===== config.mk =====
export PLATFORM = sky130hd
export DESIGN_NAME = prog_clock_divider
export DESIGN_NICKNAME = d
export VERILOG_FILES = /design/src/rtl/prog_clock_divider.sv
export SDC_FILE = /design/constraint.sdc
export NUM_CORES = 1
export LEC_CHECK = 0
export BUFFER_PORTS_ARGS = -buffer_cell sky130_fd_sc_hd__buf_2
export CAP_MARGIN = 20
export CORE_MARGIN = 4
export CORE_UTILIZATION = 48
export DETAILED_ROUTE_END_ITERATION = 8
export PLACE_DENSITY_LB_ADDON = 0.05
export SETUP_SLACK_MARGIN = 0.02
export SYNTH_ARGS = -nofsm -noshare
export SYNTH_HDL_FRONTEND = slang
export SYNTH_SLANG_ARGS = --single-unit

===== constraint.sdc =====
create_clock -name clock_in -period 3.9 [get_ports clock_in]
set_input_delay 0.78 -clock clock_in [delete_from_list [all_inputs] [get_ports clock_in]]
set_output_delay 0.78 -clock clock_in [all_outputs]
set_load 0.01 [all_outputs]

===== src/rtl/prog_clock_divider.sv =====
// Programmable clock divider with a glitch-free run/stop handshake and a
// one-deep pending configuration slot. New divisor/high-count values are
// clamped when accepted and applied only at period boundaries, or straight
// away while idle.
//
// state    | meaning
// ---------+---------------------------------------------------------------
// ST_IDLE  | stopped, clock_out low, a pending config is applied at once
// ST_RUN   | dividing, enable high
// ST_DRAIN | enable dropped mid-period, finishing the current period
module prog_clock_divider #(
    parameter int unsigned WIDTH    = 28,
    parameter int unsigned DEF_DIV  = 4,
    parameter int unsigned DEF_HIGH = DEF_DIV / 2
) (
    input  logic             clock_in,
    input  logic             reset_n,
    input  logic             enable,
    input  logic             cfg_valid,
    input  logic [WIDTH-1:0] cfg_div,
    input  logic [WIDTH-1:0] cfg_high,
    output logic             cfg_ready,
    output logic             clock_out,
    output logic             tick,
    output logic             busy,
    output logic             cfg_adj
);

    typedef enum logic [1:0] {
        ST_IDLE  = 2'd0,
        ST_RUN   = 2'd1,
        ST_DRAIN = 2'd2
    } state_t;

    localparam logic [WIDTH-1:0] ONE       = WIDTH'(1);
    localparam logic [WIDTH-1:0] TWO       = WIDTH'(2);
    localparam logic [WIDTH-1:0] RST_DIV   = WIDTH'(DEF_DIV);
    localparam logic [WIDTH-1:0] RST_HIGH  = WIDTH'(DEF_HIGH);

    state_t           state_q, state_d;
    logic [WIDTH-1:0] cnt_q, cnt_d;
    logic [WIDTH-1:0] div_q, div_d;
    logic [WIDTH-1:0] high_q, high_d;
    logic [WIDTH-1:0] pdiv_q, pdiv_d;
    logic [WIDTH-1:0] phigh_q, phigh_d;
    logic             pvalid_q, pvalid_d;
    logic             clk_q, clk_d;
    logic             tick_q, tick_d;
    logic             adj_q, adj_d;

    logic [WIDTH-1:0] acc_div, acc_high, cnt_inc;
    logic             acc_clamped, accept, last;

    // Clamp the offered configuration into a legal (D,H) pair.
    always_comb begin
        acc_div     = cfg_div;
        acc_high    = cfg_high;
        acc_clamped = 1'b0;
        if (cfg_div < TWO) begin
            acc_div     = TWO;
            acc_clamped = 1'b1;
        end
        if (cfg_high == '0) begin
            acc_high    = ONE;
            acc_clamped = 1'b1;
        end
        if (acc_high >= acc_div) begin
            acc_high    = acc_div - ONE;
            acc_clamped = 1'b1;
        end
    end

    assign accept  = cfg_valid && !pvalid_q;
    assign last    = (cnt_q == div_q - ONE);
    assign cnt_inc = cnt_q + ONE;

    // Next-state logic: FSM, period counter, config slots and output strobes.
    always_comb begin
        state_d  = state_q;
        cnt_d    = cnt_q;
        div_d    = div_q;
        high_d   = high_q;
        pdiv_d   = pdiv_q;
        phigh_d  = phigh_q;
        pvalid_d = pvalid_q;
        clk_d    = clk_q;
        tick_d   = 1'b0;
        adj_d    = accept && acc_clamped;

        // Accept and apply are mutually exclusive: accept needs the slot empty.
        if (accept) begin
            pdiv_d   = acc_div;
            phigh_d  = acc_high;
            pvalid_d = 1'b1;
        end

        case (state_q)
            ST_IDLE: begin
                cnt_d = '0;
                clk_d = 1'b0;
                if (pvalid_q) begin
                    div_d    = pdiv_q;
                    high_d   = phigh_q;
                    pvalid_d = 1'b0;
                end
                if (enable) begin
                    state_d = ST_RUN;
                    clk_d   = 1'b1;
                    tick_d  = 1'b1;
                end
            end
            ST_RUN, ST_DRAIN: begin
                if (last) begin
                    cnt_d = '0;
                    if (pvalid_q) begin
                        div_d    = pdiv_q;
                        high_d   = phigh_q;
                        pvalid_d = 1'b0;
                    end
                    // Any legal H is at least 1, so a new period always opens high.
                    if (enable) begin
                        state_d = ST_RUN;
                        clk_d   = 1'b1;
                        tick_d  = 1'b1;
                    end else begin
                        state_d = ST_IDLE;
                        clk_d   = 1'b0;
                    end
                end else begin
                    cnt_d   = cnt_inc;
                    clk_d   = (cnt_inc < high_q);
                    state_d = enable ? ST_RUN : ST_DRAIN;
                end
            end
            default: begin
                state_d = ST_IDLE;
                cnt_d   = '0;
                clk_d   = 1'b0;
            end
        endcase
    end

    // State registers; reset clears clock_out without waiting for a clock edge.
    always_ff @(posedge clock_in or negedge reset_n) begin
        if (!reset_n) begin
            state_q  <= ST_IDLE;
            cnt_q    <= '0;
            div_q    <= RST_DIV;
            high_q   <= RST_HIGH;
            pdiv_q   <= RST_DIV;
            phigh_q  <= RST_HIGH;
            pvalid_q <= 1'b0;
            clk_q    <= 1'b0;
            tick_q   <= 1'b0;
            adj_q    <= 1'b0;
        end else begin
            state_q  <= state_d;
            cnt_q    <= cnt_d;
            div_q    <= div_d;
            high_q   <= high_d;
            pdiv_q   <= pdiv_d;
            phigh_q  <= phigh_d;
            pvalid_q <= pvalid_d;
            clk_q    <= clk_d;
            tick_q   <= tick_d;
            adj_q    <= adj_d;
        end
    end

    assign clock_out = clk_q;
    assign tick      = tick_q;
    assign busy      = (state_q != ST_IDLE);
    assign cfg_ready = !pvalid_q;
    assign cfg_adj   = adj_q;

endmodule


* Yosys cells after proc, flatten, opt, wreduce, memory -nomap -nowiden *
Index checks and enable logic that the tools add are counted.

storage, ports and cells
  output and inout bits = 5
  ROM bits = 0
  latch bits = 0
  memories kept = 0
  input bits = 60
  RAM bits = 0
  register bits after elaboration = 146

operators by class
  add/sub/neg operators = 3
  bitwise operators = 0
  $mul = 0
  divide/modulo/power cells = 0
  reduce and logical (&&, ||, !) cells = 9
  shift operators = 0
  magnitude comparators = 3
  mux-type cells = 28
  equal/unequal tests = 5

operators by type and width
  kind                     count
  $mux W28                 9
  $pmux W28 S2             2
  $sub A28 B1 Y28 const B  2
  $add A28 B1 Y28 const B  1
  $eq A28 B28 Y1           1
  $ge A28 B28 Y1           1
  $logic_not A28 Y1        1
  $lt A28 B2 Y1 const B    1
  $lt A28 B28 Y1           1
  $mux W1                  10
  $mux W2                  3
  $pmux W1 S2              3
  $ne A2 B2 Y1 const B     2
  $pmux W2 S2              1
  $reduce_bool A2 Y1       2
  $eq A2 B1 Y1 const B     1
  $eq A2 B2 Y1 const B     1
  $logic_and A1 B1 Y1      2
  $logic_not A2 Y1         1
  $reduce_and A2 Y1        1
  $reduce_or A2 Y1         1
  $logic_not A1 Y1         1

* Longest topological paths before layout *
  word-level depth = 6
  mapped depth = 17

* Least setup slack after synthesis *
Ideal clock, no wire load.

  path type = in2reg
  start = input cfg_div[11]
  end = register phigh_q[15]
  data arrival time = 3.832 ns
  stages = 17
  path buffers = 2
  data required time = 3.774 ns
  path slack = -0.058 ns
  setup time = 0.126 ns
  path through = nor4_1 nand2_1 nor3_1 and3b_1 nand2b_1 inv_1 ha_1 nor2b_1 o21a_1 o21ai_0 a21oi_1 o21ai_0 a211o_1 and2_1 clkbuf_1 clkbuf_1 a311o_1

between the ends
  longest elaborated chain between the ends = 4
  elaborated cells on any way between the ends = 5

RTL lines
  element                                                   line    RTL
  from (decl)                                               20      input logic [WIDTH-1:0] cfg_div,
  $lt A28 B2 Y1 (*)                                         59      if (cfg_div < TWO) begin
  $mux W28 (*)                                              59
  named net acc_div[0]                                      51      logic [WIDTH-1:0] acc_div, acc_high, cnt_inc;
  $sub A28 B1 Y28 / $ge A28 B28 Y1 (equally long branches)  68, 67
  $mux W28 (*)                                              67      if (acc_high >= acc_div) begin
  to (signal assigned)                                      162     phigh_q <= phigh_d;
  to (decl)                                                 45      logic [WIDTH-1:0] phigh_q, phigh_d;

The timed path passes the listed nets; every way through them passes the cells marked *.
A chain may end at the register's enable or synchronous reset.

* Final worst setup path *
  start = input cfg_div[24]
  end = register phigh_q[9]

The elaborated chain is that of the path after synthesis.

==> metrics.md <==
| Metric | Value |
|---|---|
| Fin Setup TNS | `0 ns` |
| Total Power | `between 6 and 7 mW` |
| Sequential share of power | `38.5%` |
| Status | `complete, no violations` |
| Post-synth EDFFs | `0` |
| Combinational power share | `38.9%` |
| Post-route DRC | `0` |
| Max cap viols | `0` |
| Clock Path Buffers | `2` |
| Number of synthesized register bits | `roughly 150` |
| Int Pwr | `between 4 and 5 mW` |
| CORE AREA | `0.0190 mm2` |
| Syn-to-layout area delta | `15.2%` |
| Unique masters post-synth | `approximately 70` |
| Final Core Density | `57.0%` |
| Arr. time, crit path | `3.94 ns` |
| Post-DP HPWL | `18.8 mm` |
| Die Y | `between 100 and 150 um` |
| Critical Path Start Type | `input pin` |
| Fraction of layout cells with a size suffix above 1 | `17.5%` |
| Initial DRC Count | `around 330` |
| Final setup violation count | `0` |
| Num rows | `50` |
| Max Freq | `~270 MHz` |
| Lkg Pwr | `between 4 and 5 nW` |
| CTS clk-pin slew, worst paths | `0.07 ns` |
| Synth area leaders | `dfrtp_1 38%, ha_1 8.0%, mux2_1 6.2%` |
| Crit path kind | `input pin to flop` |
| Footprint of the multi-input gates | `roughly 0.0052 mm2` |
| Post-synth ARST share | `100%` |
| Crit. End Element | `flop` |
| Initial Utilization | `approximately half` |
| Final Slew Violations | `0` |
| Crit share post-route | `between 90 and 100%` |
| Via/cell ratio | `between 5 and 6` |
| Worst slew pin tran | `~1.0 ns` |
| Largest net degree at the start of global routing | `77` |
| Switching Fraction | `approximately two fifths` |
| WL final | `~24 mm` |
| Peak supply drop | `0.256 mV` |
| First-pass GRT wire length | `39.5 mm` |
| Gr ovfl total | `0` |
| Share of Yosys cell area claimed by the top area cell type | `a little under two fifths` |
| Switching power | `2.74 mW` |
| CTS tree | `built` |
| Setup Skew | `between 0.01 and 0.015 ns` |
| Clock Tree Root | `clkbuf_16` |
| Mapped Area | `between 0.009 and 0.01 mm2` |
| Hold_ws | `0.391 ns` |
| Post-CTS Hold Buffers | `0` |
| ANT nets after route | `0` |
| Die Width | `148 um` |
| First drt pass iteration count | `5` |
| Drt wl/cell | `~18 um` |
| Worst EP required | `approximately 4.2 ns` |
| DIE AREA | `0.0219 mm2` |
| Hold crit path type | `input pin to async pin` |
| Dpl ws | `-0.332 ns` |
| Primary FF master, synth | `dfrtp_1` |
| Gp weighted congestion | `about 0.92` |
| Syn_nets | `1110` |
| # fillers | `1729` |
| # IOs | `65` |
| Top-count cell post-synth | `dfrtp_1` |
| Final Critical Period | `3.64 ns` |
| Ant diodes | `0` |
| Slew margin rel. | `between 30% and 40%` |
| Number of global-route vias before repair | `approximately 7400` |
| Clock power share | `22.6%` |
| PD cells | `approximately 640 mW/mm2` |
| Synth Instances | `around 1000` |
| Worst-Skew Late Latency | `between 0.4 and 0.5 ns` |
| CP max FO | `27` |
| Clock sink count | `between 100 and 150` |
| Fin. Hold Viols | `0` |
| Total Routing Usage GR | `a little under a quarter` |
| # port buffers | `64` |
| Initial antenna violation count | `0` |
| TritonCTS buffer count | `17` |
| Seq/Total Area, Yosys | `around two fifths` |
| Commonest cells post-synth | `142 x dfrtp_1, 73 x nand2_1, 66 x inv_1` |
| Vias | `roughly 7400` |
| Area leader, netlist | `dfrtp_1` |
| Post-layout nets | `1179` |
| Mapped Avg Cell Area | `between 9 and 10 um2` |
| Sequential Area | `approximately 0.0037 mm2` |
| H-tree depth | `4` |
| Synth Warn # | `0` |
| Setup ws final | `~0.26 ns` |
| R2R cell count | `19` |
area by class of cell:
cell class / count / share of cell area, %
tap: 260 / 3.00
multi-input combinational: 704 / 48.2
timing repair buffer: 124 / 7.51
clock inverter: 15 / 1.35
clock buffer: 17 / 3.92
inverter: 66 / 2.28
sequential: 146 / 33.8
worst max-delay path, cell delays in order:
cell and delay (ns):
buf_2 0.11, nor4_2 0.33, nand4_1 0.24, nor3_2 0.22, and3b_1 0.25, nand2b_1 0.14, inv_1 0.07, ha_1 0.20
nor2b_1 0.11, o21a_1 0.11, o21ai_0 0.06, a21oi_1 0.16, o21ai_0 0.12, a211o_1 0.31, and2_1 0.20, buf_12 0.17
a311o_1 0.37
state kept, by name (all words and copies together), names as in the netlist:
register	count
tick	1
cfg_adj	1
clock_out	1
cnt_q	28
state_q	2
pdiv_q	28
div_q	28
phigh_q	28
high_q	28
pvalid_q	1
cells by family (layout without fill, tap and decap cells):
family / after synthesis / after routing / share of synthesized area (%)
AOI/OAI and AO/OA: 184 / 184 / 13.9
xor gates and xnor gates: 80 / 80 / 7.44
and+or+nand+nor: 322 / 322 / 18.6
muxes: 58 / 58 / 6.91
DFF: 146 / 146 / 38.9
adders and majority gates: 60 / 60 / 7.98
buffers and inverters: 140 / 222 / 6.25
path summary, 6_finish.rpt:
path | startpoint | to | slack (ns)
hold / removal | reset_n | cnt_q[1]$_DFF_PN0_ | 0.39
max in group asynchronous | reset_n | div_q[20]$_DFFE_PN0P_ | 2.66
setup / recovery | cfg_div[24] | phigh_q[9]$_DFFE_PN0P_ | 0.26
hold reg to reg | pdiv_q[13]$_DFFE_PN0P_ | pdiv_q[13]$_DFFE_PN0P_ | 0.48
setup reg to reg | cnt_q[1]$_DFF_PN0_ | clock_out$_DFF_PN0_ | 0.28
min in group clock_in | pdiv_q[13]$_DFFE_PN0P_ | pdiv_q[13]$_DFFE_PN0P_ | 0.48
placed cells by master, fill, tap and decap left out, types with 37 or more instances in the layout:
cell and n:
nor2b_1 46, buf_2 63, mux2_1 52, o21ai_0 42, nor2_1 37, inv_1 66, dfrtp_1 141, ha_1 60
xnor2_1 54, nand2_1 72, buf_4 57
metal layers:
metal	GRT usage [%]	wire length, um	vias up
li1	-	-	3693
met1	34.6	12400	3484
met2	33.1	10200	162
met3	3.25	837	29
met4	6.79	487	0
met5	0	0	-
what timing repair did:
item | in CTS | in global routing
gates resized for setup | 0 | 9
setup buffers | 0 | 1
setup endpoints to repair | 0 | 81
power groups by stage:
stage / combinational (mW) / sequential (mW) / clock (mW)
global placement: 2.67 / 2.69 / 0
CTS: 2.73 / 2.68 / 1.61
detailed placement: 2.71 / 2.71 / 0
global route: 3.05 / 2.79 / 1.69
finish: 2.71 / 2.69 / 1.58
floorplan: 2.14 / 2.44 / 0
through the flow:
step / instance area, um2 / instances
2_1_floorplan: 9420 / 990
3_3_place_gp: 10200 / 1299
3_5_place_dp: 10200 / 1299
4_1_cts: 10800 / 1331
5_1_grt: 10800 / 1332
6_report: 10800 / 1332
(Power assumes the default switching activity.)
